[config.mk]
export PLATFORM = sky130hd
export DESIGN_NAME = edge_detector_multi
export DESIGN_NICKNAME = d
export VERILOG_FILES = /design/src/rtl/edge_det_pkg.sv /design/src/rtl/edge_det_channel.sv /design/src/rtl/edge_detector_multi.sv
export SDC_FILE = /design/constraint.sdc
export NUM_CORES = 1
export LEC_CHECK = 0
export CAP_MARGIN = 40
export CORE_ASPECT_RATIO = 0.6
export CORE_UTILIZATION = 44
export DETAILED_ROUTE_END_ITERATION = 6
export GPL_ROUTABILITY_DRIVEN = 0
export PLACE_DENSITY = 0.81
export SETUP_SLACK_MARGIN = 0.3
export SLEW_MARGIN = 20
export SYNTH_ARGS = -nofsm -noshare
export SYNTH_HDL_FRONTEND = slang
export SYNTH_HIERARCHICAL = 1
export SYNTH_SLANG_ARGS = --single-unit
[constraint.sdc]
create_clock -name clk -period 1.2 [get_ports clk]
set_clock_uncertainty 0.05 [all_clocks]
set_input_delay 0.36 -clock clk [delete_from_list [all_inputs] [get_ports clk]]
set_output_delay 0.36 -clock clk [all_outputs]
set_load 0.1 [all_outputs]
[src/rtl/edge_det_pkg.sv]
// edge_det_pkg
// Shared definitions for the multi-channel edge detector:
//   edge_mode_e - per-channel edge selection (off / rise / fall / both)
//   cnt_width   - debounce counter width for a given debounce length
package edge_det_pkg;

    typedef enum logic [1:0] {
        MODE_OFF  = 2'b00,
        MODE_RISE = 2'b01,
        MODE_FALL = 2'b10,
        MODE_BOTH = 2'b11
    } edge_mode_e;

    // Wide enough to hold 0..debounce_cycles without wrapping.
    function automatic int unsigned cnt_width(input int unsigned debounce_cycles);
        return $clog2(debounce_cycles + 1);
    endfunction

endpackage

[src/rtl/edge_det_channel.sv]
// edge_det_channel
// One input channel: synchroniser chain, debounce filter, registered
// event pulse and sticky write-1-to-clear flag.
// Ports:
//   clk    - system clock
//   rst    - asynchronous active-high reset
//   in_raw - asynchronous input line
//   mode   - edge selection (see edge_mode_e)
//   clr    - write-1-to-clear for flag, sampled each cycle
//   level  - debounced, synchronised level
//   pulse  - one-cycle pulse on a qualifying level toggle
//   flag   - sticky event flag
module edge_det_channel
    import edge_det_pkg::*;
#(
    parameter int unsigned SYNC_STAGES     = 2,
    parameter int unsigned DEBOUNCE_CYCLES = 4
) (
    input  logic       clk,
    input  logic       rst,
    input  logic       in_raw,
    input  logic [1:0] mode,
    input  logic       clr,
    output logic       level,
    output logic       pulse,
    output logic       flag
);

    localparam int unsigned     CW       = cnt_width(DEBOUNCE_CYCLES);
    localparam logic [CW-1:0]   CNT_LAST = CW'(DEBOUNCE_CYCLES - 1);

    logic [SYNC_STAGES-1:0] sync_q;
    logic [CW-1:0]          cnt_q;
    logic                   s;
    logic                   toggle;
    logic                   pulse_next;
    edge_mode_e             mode_e;

    assign s = sync_q[SYNC_STAGES-1];

    // The level toggles on the cycle whose count would reach DEBOUNCE_CYCLES;
    // the new level equals s, so s alone tells the edge direction.
    always_comb begin
        mode_e     = edge_mode_e'(mode);
        toggle     = (s != level) && (cnt_q == CNT_LAST);
        pulse_next = 1'b0;
        case (mode_e)
            MODE_RISE: pulse_next = toggle & s;
            MODE_FALL: pulse_next = toggle & ~s;
            MODE_BOTH: pulse_next = toggle;
            default:   pulse_next = 1'b0;
        endcase
    end

    always_ff @(posedge clk or posedge rst) begin
        if (rst) begin
            sync_q <= '0;
            cnt_q  <= '0;
            level  <= 1'b0;
            pulse  <= 1'b0;
            flag   <= 1'b0;
        end else begin
            sync_q <= {sync_q[SYNC_STAGES-2:0], in_raw};
            if (s == level) begin
                cnt_q <= '0;
            end else if (cnt_q == CNT_LAST) begin
                level <= s;
                cnt_q <= '0;
            end else begin
                cnt_q <= cnt_q + CW'(1);
            end
            pulse <= pulse_next;
            // Set has priority over a simultaneous clear.
            flag  <= (flag & ~clr) | pulse_next;
        end
    end

endmodule

[src/rtl/edge_detector_multi.sv]
// edge_detector_multi
// N_CH independent edge-detector channels with an OR-reduced interrupt.
// Ports:
//   clk    - system clock
//   rst    - asynchronous active-high reset
//   in_raw - asynchronous channel inputs
//   mode   - per-channel mode, bits [2i+1:2i]: 00 off, 01 rise, 10 fall, 11 both
//   clr    - per-channel write-1-to-clear for flags
//   level  - debounced, synchronised levels
//   pulse  - one-cycle event pulses
//   flags  - sticky event flags
//   irq    - combinational OR of flags
module edge_detector_multi
    import edge_det_pkg::*;
#(
    parameter int unsigned N_CH            = 4,
    parameter int unsigned SYNC_STAGES     = 2,
    parameter int unsigned DEBOUNCE_CYCLES = 4
) (
    input  logic              clk,
    input  logic              rst,
    input  logic [N_CH-1:0]   in_raw,
    input  logic [2*N_CH-1:0] mode,
    input  logic [N_CH-1:0]   clr,
    output logic [N_CH-1:0]   level,
    output logic [N_CH-1:0]   pulse,
    output logic [N_CH-1:0]   flags,
    output logic              irq
);

    for (genvar i = 0; i < N_CH; i++) begin : g_ch
        edge_det_channel #(
            .SYNC_STAGES     (SYNC_STAGES),
            .DEBOUNCE_CYCLES (DEBOUNCE_CYCLES)
        ) u_ch (
            .clk    (clk),
            .rst    (rst),
            .in_raw (in_raw[i]),
            .mode   (mode[2*i +: 2]),
            .clr    (clr[i]),
            .level  (level[i]),
            .pulse  (pulse[i]),
            .flag   (flags[i])
        );
    end

    assign irq = |flags;

endmodule

==> results of run 1 <==
==> synth_stat cells <==
cell type                  n
sky130_fd_sc_hd__nor2b_1   4
sky130_fd_sc_hd__nor2_1    4
sky130_fd_sc_hd__o22ai_2   4
sky130_fd_sc_hd__inv_1    16
sky130_fd_sc_hd__xnor2_1   4
sky130_fd_sc_hd__or4_1     1
sky130_fd_sc_hd__mux2_2    4
sky130_fd_sc_hd__dfrtp_1  32
sky130_fd_sc_hd__nor3_1    4
sky130_fd_sc_hd__nor3b_1   8
sky130_fd_sc_hd__xor2_1    4
sky130_fd_sc_hd__a21oi_1   4
sky130_fd_sc_hd__ha_1     16
sky130_fd_sc_hd__or3b_1    4
==> per-stage QoR <==
stage / utilization (%) / std cells / TNS, ns / worst slack (ns)
floorplan: - / 109 / -2.21 / -0.569
global placement: 77.7 / 205 / -4.70 / -0.539
detailed placement: 77.7 / 205 / -5.40 / -0.623
CTS: 90.1 / 230 / -5.42 / -0.696
==> kinds of logic after synthesis <==
group / count (synthesis) / synth area share (%)
fa+ha+maj: 16 / 14.2
mux: 4 / 3.20
compound gates: 8 / 4.97
xor+xnor: 8 / 4.97
flops: 32 / 56.8
buf+inv: 16 / 4.26
simple gates: 25 / 11.5
==> timing repair <==
item | 4_1_cts
gates resized for setup | 47
pin swaps | 18
setup endpoints to repair | 37
buffers inserted | 17
endpoints found under the hold margin | 0
==> qor.txt, run 1 <==
=================================================================================================
Maximum number of pins on one net before global-route repair .......................           11
Effective utilization at floorplan .................................................        47.8%
Maximum buffer depth of the clock tree .............................................            2
DP HPWL ............................................................................      2620 µm
Buffer cell driving the clock tree root ............................................ sky130_fd_sc_hd__clkbuf_8
Proportion of netlist area held by the largest area contributor ....................        56.8%
Top area cells in the synthesized netlist .......................................... sky130_fd_sc_hd__dfrtp_1, sky130_fd_sc_hd__ha_1, sky130_fd_sc_hd__inv_1
Tool Error ......................................................................... [ERROR DPL-0033] detailed placement checks failed during check placement.
Number of clock buffers inserted by TritonCTS ......................................            5
Sinks on Clock Net .................................................................           32
Antenna violations before repair ...................................................            0
IO Count ...........................................................................           31
Synth Net Count ....................................................................          143
Hold buffer count at cts ...........................................................            0
Port Buf Inserts ...................................................................           30
Instance area after placement ......................................................  0.00229 mm²
Outcome ............................................................................ did not finish
Die outline height .................................................................      45.8 µm
Post-GRT worst EP ..................................................................          irq
Cell taking the most area after synthesis .......................................... sky130_fd_sc_hd__dfrtp_1
Total of warnings raised by yosys ..................................................            6
Last stage reached ................................................................. global routing (5_1_grt)
Mean instance size in the synthesized netlist ......................................     12.9 µm²
Row count ..........................................................................           15
CTS H-Tree Depth ...................................................................            2
Floorplan die width ................................................................      75.1 µm
Number of distinct library cell variants in the gate-level netlist after synthesis .           14
Synthesized area ...................................................................  0.00141 mm²
Synth Register Bits ................................................................           32
WEP type ........................................................................... top-level output
Synthesized instance count .........................................................          109
Register area share after synthesis ................................................        56.8%
=================================================================================================
==> inputs of run 2 (changes only) <==
--- a/config.mk
+++ b/config.mk
@@ -6,12 +6,11 @@
 export NUM_CORES = 1
 export LEC_CHECK = 0
 export CAP_MARGIN = 40
-export CORE_ASPECT_RATIO = 0.6
-export CORE_UTILIZATION = 44
+export CORE_AREA = 2 2 63 65
 export DETAILED_ROUTE_END_ITERATION = 6
+export DIE_AREA = 0 0 65 67
 export GPL_ROUTABILITY_DRIVEN = 0
-export PLACE_DENSITY = 0.81
-export SETUP_SLACK_MARGIN = 0.3
+export PLACE_DENSITY_LB_ADDON = 0.15
 export SLEW_MARGIN = 20
 export SYNTH_ARGS = -nofsm -noshare
 export SYNTH_HDL_FRONTEND = slang
==> constraint.sdc (replaced) <==
create_clock -name clk -period 1.6 [get_ports clk]
set_clock_uncertainty 0.05 [all_clocks]
set_input_delay 0.48 -clock clk [delete_from_list [all_inputs] [get_ports clk]]
set_output_delay 0.48 -clock clk [all_outputs]
set_load 0.1 [all_outputs]
==> run 2 against run 1 <==
  * The flow now finishes, with violations (negative setup slack)
  * Synthesized cell count is the same
  * Synthesized area is the same
==> qor.txt, run 2 <==
=================================================================================================
Outcome ............................................................................ finished, violations left
Violations in the final reports .................................................... negative setup slack
Pwr Density ........................................................................  1460 mW/mm²
Worst flop-to-flop path endpoint ................................................... g_ch[1].u_ch/pulse$_DFF_PP0_
Path type of the worst setup path ..................................................   reg -> out
Leakage power summed over all cells ................................................      1.02 nW
Synth Area in Simple Gates .........................................................        11.5%   unchanged
Layout cells sized above 1 .........................................................        35.7%
Layout overhead on the synthesized area ............................................        49.6%
CTS clock-pin slew for the worst setup and hold paths ..............................      0.06 ns
Number of max-cap violations .......................................................            0
Total of warnings raised by yosys ..................................................            6   unchanged
Worst-skew pair later-pin latency ..................................................      0.28 ns
Buffering stage count on the worst path with inverters included ....................            1
Synthesized area ...................................................................  0.00141 mm²   unchanged
Placed cells .......................................................................          193   -5.9%
Remaining antenna violation count ..................................................            0
RR Startpoint ...................................................................... g_ch[1].u_ch/cnt_q[0]$_DFF_PP0_
Top area cells in the synthesized netlist .......................................... sky130_fd_sc_hd__dfrtp_1, sky130_fd_sc_hd__ha_1, sky130_fd_sc_hd__inv_1
Finish-stage setup viols ...........................................................            1
IO Count ...........................................................................           31   unchanged
CTS tree ...........................................................................          yes
Share of the synthesized netlist area taken by xor and xnor gates ..................        4.97%   unchanged
Largest family of logic cells by synthesized area ..................................  adder cells
Portion of the clock cycle consumed by the worst path in the final layout ..........         121%
Number of cell instances on the worst register-to-register path ....................            4
Critical Path, Cell by Cell ........................................................ or4_4 -> buf_12
Max stage delay on crit path .......................................................      0.55 ns
Worst min-delay path startpoint .................................................... g_ch[1].u_ch/sync_q[0]$_DFF_PP0_
Post-route DRC .....................................................................            0
Total congestion overflow ..........................................................            0
Max Slew Vio Count .................................................................            0
DP HPWL ............................................................................      1980 µm   -24%
DR pass1 iterations ................................................................            4
Part of the total power dissipated in combinational logic ..........................        44.0%
Synth Net Count ....................................................................          143   unchanged
WP data required ...................................................................      1.07 ns
Slew @ Worst Pin ...................................................................     0.373 ns
Final wirelength ...................................................................      2440 µm
Antenna violations before repair ...................................................            0
Crit path max-delay cell type ...................................................... sky130_fd_sc_hd__or4_4
Asr flop ratio synth ...............................................................         100%   unchanged
Power after layout .................................................................    0.00308 W
Sinks on Clock Net .................................................................           32   unchanged
Global-route wire length before repair .............................................      4350 µm
Max reg flops ......................................................................           12
Synthesized instance count .........................................................          109   unchanged
Most common flop cell mapped by yosys .............................................. sky130_fd_sc_hd__dfrtp_1
Worst Hold End ..................................................................... g_ch[1].u_ch/sync_q[1]$_DFF_PP0_
Registers with the highest flip-flop counts ........................................ g_ch.u_ch/cnt_q (12), g_ch.u_ch/sync_q (8)
Maximum buffer depth of the clock tree .............................................            2   unchanged
Commonest non-fill, non-tap cell in the layout ..................................... sky130_fd_sc_hd__dfrtp_1
Setup slack after layout ...........................................................    -0.334 ns
Number of distinct library cell variants in the gate-level netlist after synthesis .           14   unchanged
Cell taking the most area after synthesis .......................................... sky130_fd_sc_hd__dfrtp_1
Post-synthesis adder-cell area fraction ............................................        14.2%   unchanged
Worst slew margin ..................................................................        74.9%
Antenna Diode Count ................................................................            0
Register area share after synthesis ................................................        56.8%   unchanged
Port Buf Inserts ...................................................................           30   unchanged
Floorplan die width ................................................................        65 µm   -13%
Number of clock buffers inserted by TritonCTS ......................................            5   unchanged
Global router's overall resource usage .............................................        13.8%
Final number of hold-violating endpoints ...........................................            0
Via count of the first global-routing pass .........................................        1,004
Die Outline Area ...................................................................  0.00436 mm²
NetSw ..............................................................................    0.00119 W
Total non-filler cell area in the finished layout ..................................  0.00211 mm²
Worst min path class ...............................................................   reg -> reg
Portion of netlist area occupied by mux cells ......................................        3.20%   unchanged
Non-filler cells in the finished layout ............................................          202
Via-to-Cell Ratio ..................................................................         4.58
Data arrival time of the critical path .............................................      1.40 ns
Reg-to-reg setup timing slack ......................................................      0.09 ns
Design internal power ..............................................................    0.00188 W
Register with the most flip-flops .................................................. g_ch.u_ch/cnt_q
Post-synth EDFFs ...................................................................            0   unchanged
Number of vias in the routed layout ................................................          925
Hold buffer count at cts ...........................................................            0   unchanged
Wire length per cell after detailed routing ........................................      12.1 µm
Maximum vdd ir drop ................................................................      1.06 mV
Reg power frac .....................................................................        36.1%
Mean instance size in the synthesized netlist ......................................     12.9 µm²   unchanged
CP delay by family, top ............................................................ simple AND/OR/NAND/NOR gates
Proportion of netlist area held by the largest area contributor ....................        56.8%   unchanged
Number of gates on the worst path with buffers counted .............................            2
Buffer cell driving the clock tree root ............................................ sky130_fd_sc_hd__clkbuf_8
Synthesized-area fraction occupied by ao, oa, aoi and oai cells ....................        4.97%   unchanged
Highest achievable clock rate ......................................................      517 MHz
Net Sw Frac ........................................................................        38.8%
Fraction of power consumed by the clock network ....................................        19.9%
Critical Path Sink Type ............................................................ primary output
Core area ..........................................................................  0.00361 mm²
CTS H-Tree Depth ...................................................................            2   unchanged
Die outline height .................................................................        67 µm   +46%
Critical path startpoint category ..................................................         flop
Share of the core filled with cells ................................................        58.5%
DRC violation total after the first TritonRoute iteration ..........................           37
Cells on Worst Hold Path ...........................................................            0
Maximum number of pins on one net before global-route repair .......................           10
Synth Register Bits ................................................................           32   unchanged
RSZ-0062 raised after global routing ...............................................          yes
Worst Path Max Fanout ..............................................................            2
Top post-synthesis cells by count .................................................. sky130_fd_sc_hd__dfrtp_1, sky130_fd_sc_hd__ha_1, sky130_fd_sc_hd__inv_1
Cell with the most instances after synthesis ....................................... sky130_fd_sc_hd__dfrtp_1
Row count ..........................................................................           22   +7
Effective utilization at floorplan .................................................        39.1%   -8.7 points
Most used cells in the layout excluding fill and tap cells ......................... sky130_fd_sc_hd__dfrtp_1, sky130_fd_sc_hd__ha_1, sky130_fd_sc_hd__inv_1, sky130_fd_sc_hd__buf_12, sky130_fd_sc_hd__clkdlybuf4s50_1
# fillers ..........................................................................          311
Final critical-path required period ................................................      1.93 ns
Setup total negative slack .........................................................    -0.334 ns
Number of nets in the layout .......................................................          187
Instance area after placement ......................................................  0.00196 mm²   -14%
=================================================================================================
-- run 2: cell counts after synthesis --
Identical to the previous run, type by type.
-- run 2: routing by layer --
layer	vias up	global-route usage (%)	share of wire, %
met3	5	4.05	4.6
met1	454	14.8	41
li1	446	-	-
met4	0	9.57	2.5
met5	-	0	0
met2	20	23.5	52
-- run 2: kinds of logic after synthesis --
logic type	Yosys count
adders and majority gates	16
and+or+nand+nor	25
buffers and inverters	16
DFF	32
AOI/OAI and AO/OA	8
xor gates and xnor gates	8
muxes	4
-- run 2: how the worst max path moves through the flow --
| stage | from | endpoint | slack [ns] |
|---|---|---|---|
| 2_1_floorplan | g_ch[2].u_ch/flag$_DFF_PP0_ | irq | -0.29 |
| 3_3_place_gp | mode[0] | g_ch[0].u_ch/flag$_DFF_PP0_ | -0.28 |
| 3_5_place_dp | mode[6] | g_ch[3].u_ch/flag$_DFF_PP0_ | -0.33 |
| 4_1_cts | g_ch[2].u_ch/flag$_DFF_PP0_ | irq | -0.38 |
| 5_1_grt | g_ch[3].u_ch/flag$_DFF_PP0_ | irq | -0.37 |
| 6_report | g_ch[3].u_ch/flag$_DFF_PP0_ | irq | -0.33 |
-- run 2: layout make-up --
class | instances | area, µm² | area share [%]
repair buffers | 37 | 503 | 23.9
flip-flops and latches | 32 | 813 | 38.6
well taps | 48 | 60.1 | 2.85
multi-input cells | 61 | 582 | 27.6
inverters | 16 | 60.1 | 2.85
clock buffers | 8 | 90.1 | 4.27
-- run 2: timing repair --
| action | 4_1_cts | 5_1_grt |
|---|---|---|
| buffers inserted | 0 | 1 |
| endpoints found under the setup margin | 4 | 9 |
| cloned | 0 | 0 |
| resized for setup | 3 | 16 |
| pin swaps | 2 | 4 |
-- run 2: through the flow --
stage	hold slack [ns]	worst slack, ns
after global routing	0.314	-0.369
after CTS	0.305	-0.376
final	0.299	-0.334
after global placement	0.286	-0.283
after detailed placement	0.290	-0.332
after floorplan	0.246	-0.289
-- run 2: power by group through the flow --
stage / combinational, W / clock [W] / sequential, W
3_3_place_gp: 0.00131 / 0 / 0.00111
3_5_place_dp: 0.00134 / 0 / 0.00112
2_1_floorplan: 0.000409 / 0 / 0.00154
6_report: 0.00135 / 0.000614 / 0.00111
5_1_grt: 0.00144 / 0.000686 / 0.00114
4_1_cts: 0.00134 / 0.000647 / 0.00111
Power figures use the tool's default switching activity.
